`config.mk`:
```
export PLATFORM = sky130hd
export DESIGN_NAME = opti_booth_mult_pipe
export DESIGN_NICKNAME = d
export VERILOG_FILES = /design/src/rtl/opti_fix_pkg.sv /design/src/rtl/opti_round_sat.sv /design/src/rtl/opti_booth_mult_pipe.sv
export SDC_FILE = /design/constraint.sdc
export NUM_CORES = 2
export LEC_CHECK = 0
export ABC_AREA = 1
export CORE_ASPECT_RATIO = 0.6
export CORE_MARGIN = 1
export CORE_UTILIZATION = 40
export CTS_BUF_LIST = sky130_fd_sc_hd__clkbuf_8
export DETAILED_ROUTE_END_ITERATION = 7
export GPL_TIMING_DRIVEN = 0
export REMOVE_ABC_BUFFERS = 1
export SLEW_MARGIN = 5
export SYNTH_ARGS = -nofsm -noshare
export SYNTH_HDL_FRONTEND = slang
export SYNTH_HIERARCHICAL = 1
export SYNTH_SLANG_ARGS = --single-unit
```
`constraint.sdc`:
```
create_clock -name clk -period 5.4 [get_ports clk]
set_clock_uncertainty 0.2 [all_clocks]
set_input_delay 0.81 -clock clk [delete_from_list [all_inputs] [get_ports clk]]
set_output_delay 0.81 -clock clk [all_outputs]
set_load 0.005 [all_outputs]
```
`src/rtl/opti_fix_pkg.sv`:
```
// Shared fixed-point helpers: rounding-mode encodings, Qm.n range limits and
// legality checks used when the multiplier is elaborated.
package opti_fix_pkg;

  localparam int RND_TRUNC   = 0;
  localparam int RND_HALF_UP = 1;
  localparam int RND_EVEN    = 2;

  function automatic longint q_max(input int dw);
    return (longint'(1) << (dw - 1)) - longint'(1);
  endfunction

  function automatic longint q_min(input int dw);
    return -(longint'(1) << (dw - 1));
  endfunction

  function automatic bit fmt_ok(input int dw, input int fw);
    return (dw % 2 == 0) && (dw >= 8) && (dw <= 32) && (fw >= 0) && (fw < dw);
  endfunction

endpackage

```
`src/rtl/opti_round_sat.sv`:
```
// Combinational round/saturate of an exact 2*DW-bit product back to DW bits.
// One guard bit above the product keeps the rounding increment from wrapping.
module opti_round_sat
  import opti_fix_pkg::*;
#(
  parameter int DW       = 24,
  parameter int FW       = 22,
  parameter int RND_MODE = RND_HALF_UP,
  parameter int SAT_EN   = 1
) (
  input  logic [2*DW-1:0] p,
  output logic [DW-1:0]   res,
  output logic            ovf
);

  localparam int PW = 2*DW + 1;
  localparam int HS = (FW > 0) ? FW - 1 : 0;
  localparam logic signed [PW-1:0] ONE   = PW'(1);
  localparam logic signed [PW-1:0] HALF  = (FW > 0) ? (ONE <<< HS) : '0;
  localparam logic        [PW-1:0] FMASK = PW'((ONE <<< FW) - ONE);
  localparam logic signed [PW-1:0] RMAX  = (ONE <<< (DW - 1)) - ONE;
  localparam logic signed [PW-1:0] RMIN  = -(ONE <<< (DW - 1));
  localparam logic [DW-1:0] SMAX = DW'(q_max(DW));
  localparam logic [DW-1:0] SMIN = DW'(q_min(DW));

  logic signed [PW-1:0] pe, inc, rsum, r;
  logic        [PW-1:0] frac;
  logic                 tie;

  always_comb begin
    pe   = signed'({p[2*DW-1], p});
    frac = pe & FMASK;
    tie  = (frac == HALF);
    inc  = '0;
    // Half-to-even only suppresses the increment on an exact tie with an even kept LSB.
    if (FW > 0) begin
      if (RND_MODE == RND_HALF_UP) inc = HALF;
      else if (RND_MODE == RND_EVEN && !(tie && !pe[FW])) inc = HALF;
    end
    rsum = pe + inc;
    r    = rsum >>> FW;
    ovf  = (r > RMAX) || (r < RMIN);
    res  = r[DW-1:0];
    if (SAT_EN != 0 && ovf) res = r[PW-1] ? SMIN : SMAX;
  end

endmodule

```
`src/rtl/opti_booth_mult_pipe.sv`:
```
// Signed Qm.n radix-4 Booth multiplier, one partial product per stage, latency DW/2+2.
// Whole pipe stalls when the output is held (in_ready = !out_valid | out_ready).
module opti_booth_mult_pipe
  import opti_fix_pkg::*;
#(
  parameter int DW       = 24,
  parameter int FW       = 22,
  parameter int RND_MODE = RND_HALF_UP,
  parameter int SAT_EN   = 1,
  parameter int TAG_W    = 4
) (
  input  logic             clk,
  input  logic             rst_n,
  input  logic             clr,
  input  logic             in_valid,
  output logic             in_ready,
  input  logic [DW-1:0]    in_a,
  input  logic [DW-1:0]    in_b,
  input  logic [TAG_W-1:0] in_tag,
  output logic             out_valid,
  input  logic             out_ready,
  output logic [DW-1:0]    out_p,
  output logic [TAG_W-1:0] out_tag,
  output logic             out_ovf
);

  localparam int NG = DW / 2;
  localparam int SW = 2*DW + 2;

  if (!fmt_ok(DW, FW)) begin : g_bad_fmt
    $error("opti_booth_mult_pipe: DW must be even in 8..32 and FW in 0..DW-1");
  end
  if (RND_MODE < RND_TRUNC || RND_MODE > RND_EVEN) begin : g_bad_rnd
    $error("opti_booth_mult_pipe: unsupported RND_MODE");
  end
  if (TAG_W < 1) begin : g_bad_tag
    $error("opti_booth_mult_pipe: TAG_W must be at least 1");
  end

  logic en;
  assign en       = !out_valid || out_ready;
  assign in_ready = en;

  logic        [DW-1:0]    a_q   [0:NG-1];
  logic        [DW-1:0]    b_q   [0:NG-1];
  logic        [TAG_W-1:0] tag_q [0:NG];
  logic                    vld_q [0:NG];
  logic signed [SW-1:0]    acc_q [1:NG];
  logic signed [SW-1:0]    pp    [1:NG];

  // Stage k consumes Booth triplet k of a (a[-1] = 0) against b delayed k-1 times.
  for (genvar k = 1; k <= NG; k++) begin : g_booth
    logic        [2:0]    trip;
    logic signed [SW-1:0] bx, sel;
    if (k == 1) begin : g_lsb
      assign trip = {a_q[0][1:0], 1'b0};
    end else begin : g_grp
      assign trip = a_q[k-1][2*k-1 -: 3];
    end
    always_comb begin
      bx = SW'(signed'(b_q[k-1]));
      case (trip)
        3'b001, 3'b010: sel = bx;
        3'b011:         sel = bx <<< 1;
        3'b100:         sel = -(bx <<< 1);
        3'b101, 3'b110: sel = -bx;
        default:        sel = '0;
      endcase
    end
    assign pp[k] = sel <<< (2*(k-1));
  end

  always_ff @(posedge clk or negedge rst_n) begin
    if (!rst_n) begin
      for (int i = 0; i <= NG; i++) begin
        vld_q[i] <= 1'b0;
        tag_q[i] <= '0;
      end
      for (int i = 0; i < NG; i++) begin
        a_q[i] <= '0;
        b_q[i] <= '0;
      end
      for (int i = 1; i <= NG; i++) acc_q[i] <= '0;
    end else begin
      // Flush overrides the stall so in-flight beats die even while the output is held.
      if (clr)     vld_q[0] <= 1'b0;
      else if (en) vld_q[0] <= in_valid;
      for (int i = 1; i <= NG; i++) begin
        if (clr)     vld_q[i] <= 1'b0;
        else if (en) vld_q[i] <= vld_q[i-1];
      end
      if (en) begin
        a_q[0]   <= in_a;
        b_q[0]   <= in_b;
        tag_q[0] <= in_tag;
        for (int i = 1; i < NG; i++) begin
          a_q[i] <= a_q[i-1];
          b_q[i] <= b_q[i-1];
        end
        for (int i = 1; i <= NG; i++) tag_q[i] <= tag_q[i-1];
        acc_q[1] <= pp[1];
        for (int i = 2; i <= NG; i++) acc_q[i] <= acc_q[i-1] + pp[i];
      end
    end
  end

  logic [DW-1:0] rs_p;
  logic          rs_ovf;

  opti_round_sat #(
    .DW(DW), .FW(FW), .RND_MODE(RND_MODE), .SAT_EN(SAT_EN)
  ) u_round_sat (
    .p   (acc_q[NG][2*DW-1:0]),
    .res (rs_p),
    .ovf (rs_ovf)
  );

  always_ff @(posedge clk or negedge rst_n) begin
    if (!rst_n) begin
      out_valid <= 1'b0;
      out_p     <= '0;
      out_tag   <= '0;
      out_ovf   <= 1'b0;
    end else begin
      if (clr)     out_valid <= 1'b0;
      else if (en) out_valid <= vld_q[NG];
      if (en) begin
        out_p   <= rs_p;
        out_tag <= tag_q[NG];
        out_ovf <= rs_ovf;
      end
    end
  end

endmodule

```
Yosys cells after proc, flatten, opt, wreduce, memory -nomap -nowiden
Index checks and enable logic that the tools add are counted.
- add/sub/neg operators: 36
- magnitude comparators: 2
- equal/unequal tests: 69
- multiplexer cells: 42
- reduce and logical (&&, ||, !) cells: 26
- operators by type and width (kind ; number):
    48-bit adder ; 11
    46-bit case mux with 4 select lines ; 1
    44-bit case mux with 4 select lines ; 1
    42-bit case mux with 4 select lines ; 1
    40-bit case mux with 4 select lines ; 1
    38-bit case mux with 4 select lines ; 1
    36-bit case mux with 4 select lines ; 1
    48-bit case mux with 3 select lines ; 1
    34-bit case mux with 4 select lines ; 1
    32-bit case mux with 4 select lines ; 1
    30-bit case mux with 4 select lines ; 1
    28-bit case mux with 4 select lines ; 1
    26-bit case mux with 4 select lines ; 1
    3-bit equality test (second input constant) ; 33
    3-bit by 2-bit equality test with 1-bit output (second input constant) ; 22
    48-bit by 23-bit adder with 49-bit output (second input constant) ; 1
    24-bit two-way mux ; 2
    24-bit negator with 48-bit output ; 1
    25-bit negator with 48-bit output ; 1
    24-bit negator with 46-bit output ; 1
    25-bit negator with 46-bit output ; 1
    24-bit negator with 44-bit output ; 1
    25-bit negator with 44-bit output ; 1
    2-bit OR reduction ; 22
    other kinds (27) ; 66
- register bits after elaboration: 1247
- bits of input ports: 57
- output and inout port bits: 31
- word-level logic and storage cells: 241

Logic depth before layout (Yosys ltp)
- depth after elaboration: 4
- depth in mapped cells: 26
- depth with buffers taken out: 26

By module
Netlist, hierarchy kept.
- modules (own cells, without submodules) (module ; instances ; cells each ; area each (µm²) ; seq. area each (µm²)):
    opti_booth_mult_pipe ; 1 ; 12395 ; 81560.7 ; 28177.0
    opti_round_sat ; 1 ; 185 ; 968.4 ; 0.0

Worst setup path after synthesis
Ideal clock, no wire load.
- path kind: reg-to-reg
- from: register b_q[192] (netlist bit)
- to: register acc_q[438] (netlist bit)
- library setup time: 118 ps
- arrival: 2966 ps
- path slack: 2116 ps
- stages on the path, launching flop included: 23
- buffers on the path: 0
- clock period less this slack: 3284 ps
- cells stage by stage: dfrtp_1 > inv_1 > ha_1 > nand3_2 > nor2_2 > nand2_1 > nor2_2 > nand2_1 > nor2_1 > xor2_1 > inv_1 > nand2_1 > nand4_1 > ha_1 > nand2_1 > inv_1 > a21oi_1 > a21boi_0 > nor2_1 > nor2_1 > nand3b_1 > nand3_1 > nand2_1
- word-level cells in the longest chain between the ends: 3
- elaborated cells on any way between the ends: 4
- those cells by class: add/sub: 3; mux: 1
- RTL lines (item ; line ; RTL):
    from (decl) ; opti_booth_mult_pipe.sv:45 ; logic [DW-1:0] b_q [0:NG-1];
    from (signal, indexed assignment) ; opti_booth_mult_pipe.sv:98 ; b_q[i] <= b_q[i-1];
    25-bit negator with 42-bit output or 24-bit negator with 42-bit output (tied branches) ; opti_booth_mult_pipe.sv:65, opti_booth_mult_pipe.sv:66 ;
    42-bit case mux with 4 select lines * ; opti_booth_mult_pipe.sv:62 ; case (trip)
    48-bit adder * ; opti_booth_mult_pipe.sv:102 ; for (int i = 2; i <= NG; i++) acc_q[i] <= acc_q[i-1] + pp[i];
    to (decl) ; opti_booth_mult_pipe.sv:48 ; logic signed [SW-1:0] acc_q [1:NG];
Mark *: on every way between the ends. The rest lies on a longest branch, timed or not.
A chain may end at the register's enable or synchronous reset.

Worst setup path in the final report
- from: register a_q[241] (netlist bit)
- to: register acc_q[528] (netlist bit)
- word-level cells in the longest chain between the ends: 4
- elaborated cells on any way between the ends: 10
- those cells by class: add/sub: 1; eq/ne: 6; mux: 1; reduce/logical: 2
- RTL lines (item ; line ; RTL):
    from (decl) ; opti_booth_mult_pipe.sv:44 ; logic [DW-1:0] a_q [0:NG-1];
    from (signal, indexed assignment) ; opti_booth_mult_pipe.sv:97 ; a_q[i] <= a_q[i-1];
    3-bit equality test (tied with other cells) ; opti_booth_mult_pipe.sv:62 ;
    2-bit OR reduction ; opti_booth_mult_pipe.sv:62 ;
    46-bit case mux with 4 select lines * ; opti_booth_mult_pipe.sv:62 ;
    48-bit adder * ; opti_booth_mult_pipe.sv:102 ;
Marks and branches as above.

==> results.yml <==
status:
  status: "finished clean"
clock_network:
  clockRootBuffer: "clkbuf_8"
  cts_buffer_depth: 4
  clkTransAtPathRegs_ns: 0.06
  cts_buffers: 176
  post_cts_buffers: 0
  clock_sinks: 974
  clk_latency_ns: 0.96
  cts_tree: "yes"
  htreeDepth: 4
floorplan:
  fp.dieH_um: 342
  die_area_um2: 194000
  start_util: 0.403
  fp.dieW_um: 568
  rows: 124
  boundaryPins: 88
  fp.coreArea_um2: 191000
critical_path:
  max_stage_delay_ns: 0.89
  cp_max_fo: 15
  critical_path_arrival_ns: 5.91
  cp_common_cell: "nand2_1"
  r2r-start: "a_q[241]"
  critical_path.cell_chain: "nand2_1 > nor2_1 > inv_1 > o2111ai_1 > ha_1 > nand2_1 > nand3_1 > nand2_1 > nand2_1 > nand2_1 > nand2_1 > nand3_1 > nand2_1 > o21ai_0 > nand2_1"
  crit_path_end_kind: "flip-flop"
  path_class: "flip-flop to flip-flop"
  startpoint: "a_q[241]"
  cp_slowest_cell: "nor2_1"
  setup.worst_path.start_class: "flip-flop"
  cp.required_ns: 6.00
global_route:
  busiest_layer: "met1"
  globalRouteOverflowTotal: 0
  grt_pass1_wl_mm: 459
  grt_antenna_before_repair: 9
  grtUsageTotal: 0.308
  grt.met3_usage: 0.0958
  gr-usage-met2: 0.354
  grt_max_degree: 146
  grt_util_met1: 0.528
  first_global_vias: 72000
place:
  gp_congestion: 0.988
  place_area_um2: 80700
  numPortBuffers: 87
  dp_hpwl_mm: 247
layout:
  fillers: 20400
  fin_area_um2: 84400
  fin_util: 0.442
  final_nets: 12400
  areaGrowthSynthToFinish_pct: 9.65
  drive_gt1_frac: 0.0395
sta:
  hold_viol_final: 0
  slew_violations: 0
  final.setup.tns_ns: 0
  rsz0062_at_grt: "no"
  tightest_slew_ns: 1.41
  period_needed_ns: 5.31
  post-route-period-util: 0.983
  fmax_ghz: 0.188
  finalSetupViolations: 0
  slew_headroom: 0.0479
drt:
  drc: 0
  first_pass_iters: 8
  routedWlPerCell_um: 21.0
  antenna_left: 0
  vias: 80700
  drt_wl_total_mm: 307
  via_per_inst: 5.53
  drt_iter0_markers: 9832
logic_synthesis:
  yosys_warnings: 6
  syn_inst: 12000
  synth.avg_cell_area_um2: 6.43
  synth_area_um2: 77000
pwr:
  leakagePower_nw: 41.2
  intPower_w: 0.0197
  switching_share: 0.501
  p_comb_frac: 0.528
  vdd_drop_max_mv: 0.307
  pwr-share-clk: 0.193
  powerDensity_nw_per_um2: 468
  switchingPower_w: 0.0198
  power_frac_seq: 0.279
worst_hold_path:
  min_from: "in_a[3]"
  holdCritPathClass: "primary input to flip-flop"
job:
  maxCapViolations: 0
## metrics by stage
stage / worst slack [ns] / hold WS (ns) / cells / total power (W)
after detailed placement: 0.246 / 0.251 / 14300 / 0.0312
after floorplan: -69.03 / 0.242 / 11600 / 0.0237
after global placement: -168.88 / 0.249 / 14200 / 0.0314
after CTS: 0.103 / 0.109 / 14600 / 0.0390
final: 0.0944 / 0.199 / 14600 / 0.0395
after global routing: 0.0309 / 0.166 / 14600 / 0.0423
## sequential cells by signal (all words and copies together), names as in the netlist
| name | count |
|---|---|
| out_p | 24 |
| a_q | 167 |
| tag_q | 52 |
| out_tag | 4 |
| vld_q | 13 |
| acc_q | 424 |
| out_ovf | 1 |
| b_q | 288 |
| out_valid | 1 |
## timing repair
action | 4_1_cts | 5_1_grt
endpoints found under the hold margin | 100 | 0
endpoints found under the setup margin | 0 | 11
gates resized for setup | 0 | 7
hold buffers | 1 | 0
## layout make-up
class	instances	area, um^2	area share
Tap cell	2520	3150	0.0374
Timing Repair Buffer	142	2030	0.0241
Inverter	1283	4820	0.0572
Sequential cell	974	24400	0.289
Multi-Input combinational cell	9379	46400	0.550
Antenna cell	2	5.00	0.0000593
Clock inverter	82	608	0.00721
Clock buffer	219	3010	0.0357
## power by group through the flow
stage                     Clock [W]  Combinational [W]  Sequential (W)
final                       0.00762             0.0208          0.0110
after global routing        0.00810             0.0230          0.0112
after CTS                   0.00783             0.0202          0.0110
after detailed placement          0             0.0201          0.0111
after global placement            0             0.0201          0.0113
after floorplan                   0             0.0134          0.0103
## final timing paths
| path | end | slack (ns) | depth (start not counted) |
|---|---|---|---|
| setup reg to reg | acc_q[528] | 0.09 | 15 |
| setup / recovery | acc_q[528] | 0.09 | 15 |
| max in group asynchronous | a_q[273] | 1.53 | 7 |
| hold reg to reg | tag_q[31] | 0.26 | 2 |
| hold / removal | a_q[267] | 0.20 | 3 |
| min in group asynchronous | out_p[15] | 0.22 | 2 |
## cells in the final DEF, fill, tap and decap left out, types with 17 or more instances in the layout
cell type        instances
nand2_1               4367
inv_1                 1310
nor2_1                1084
dfrtp_1                974
o21ai_0                908
nand3_1                835
a21oi_1                544
ha_1                   398
clkbuf_8               219
xor2_1                 192
nand4_1                177
xnor2_1                117
o2111ai_1              100
nor3_1                  92
clkdlybuf4s50_1         86
o21bai_1                75
o22ai_1                 69
nand3b_1                68
or2_2                   47
nor2_2                  46
buf_12                  31
a221o_1                 26
nand3_2                 24
o21a_1                  21
clkinv_2                19
o21ai_1                 17
## per-layer routing
metal / wire, um / share of wire / vias up
met5: 59 / 0.00019 / -
met4: 4090 / 0.013 / 10
met3: 36600 / 0.12 / 256
met2: 102000 / 0.33 / 3380
met1: 164000 / 0.54 / 38200
li1: - / - / 38800
## critical path, delay by kind of cell, from the launching register on
kind                       cells  cell delay [ns]
buffers and inverters          1             0.39
adders and majority gates      1             0.42
AOI/OAI and AO/OA              2             1.22
and+or+nand+nor               11             2.38
DFF                            1             0.53
Power figures use the tool's default switching activity.
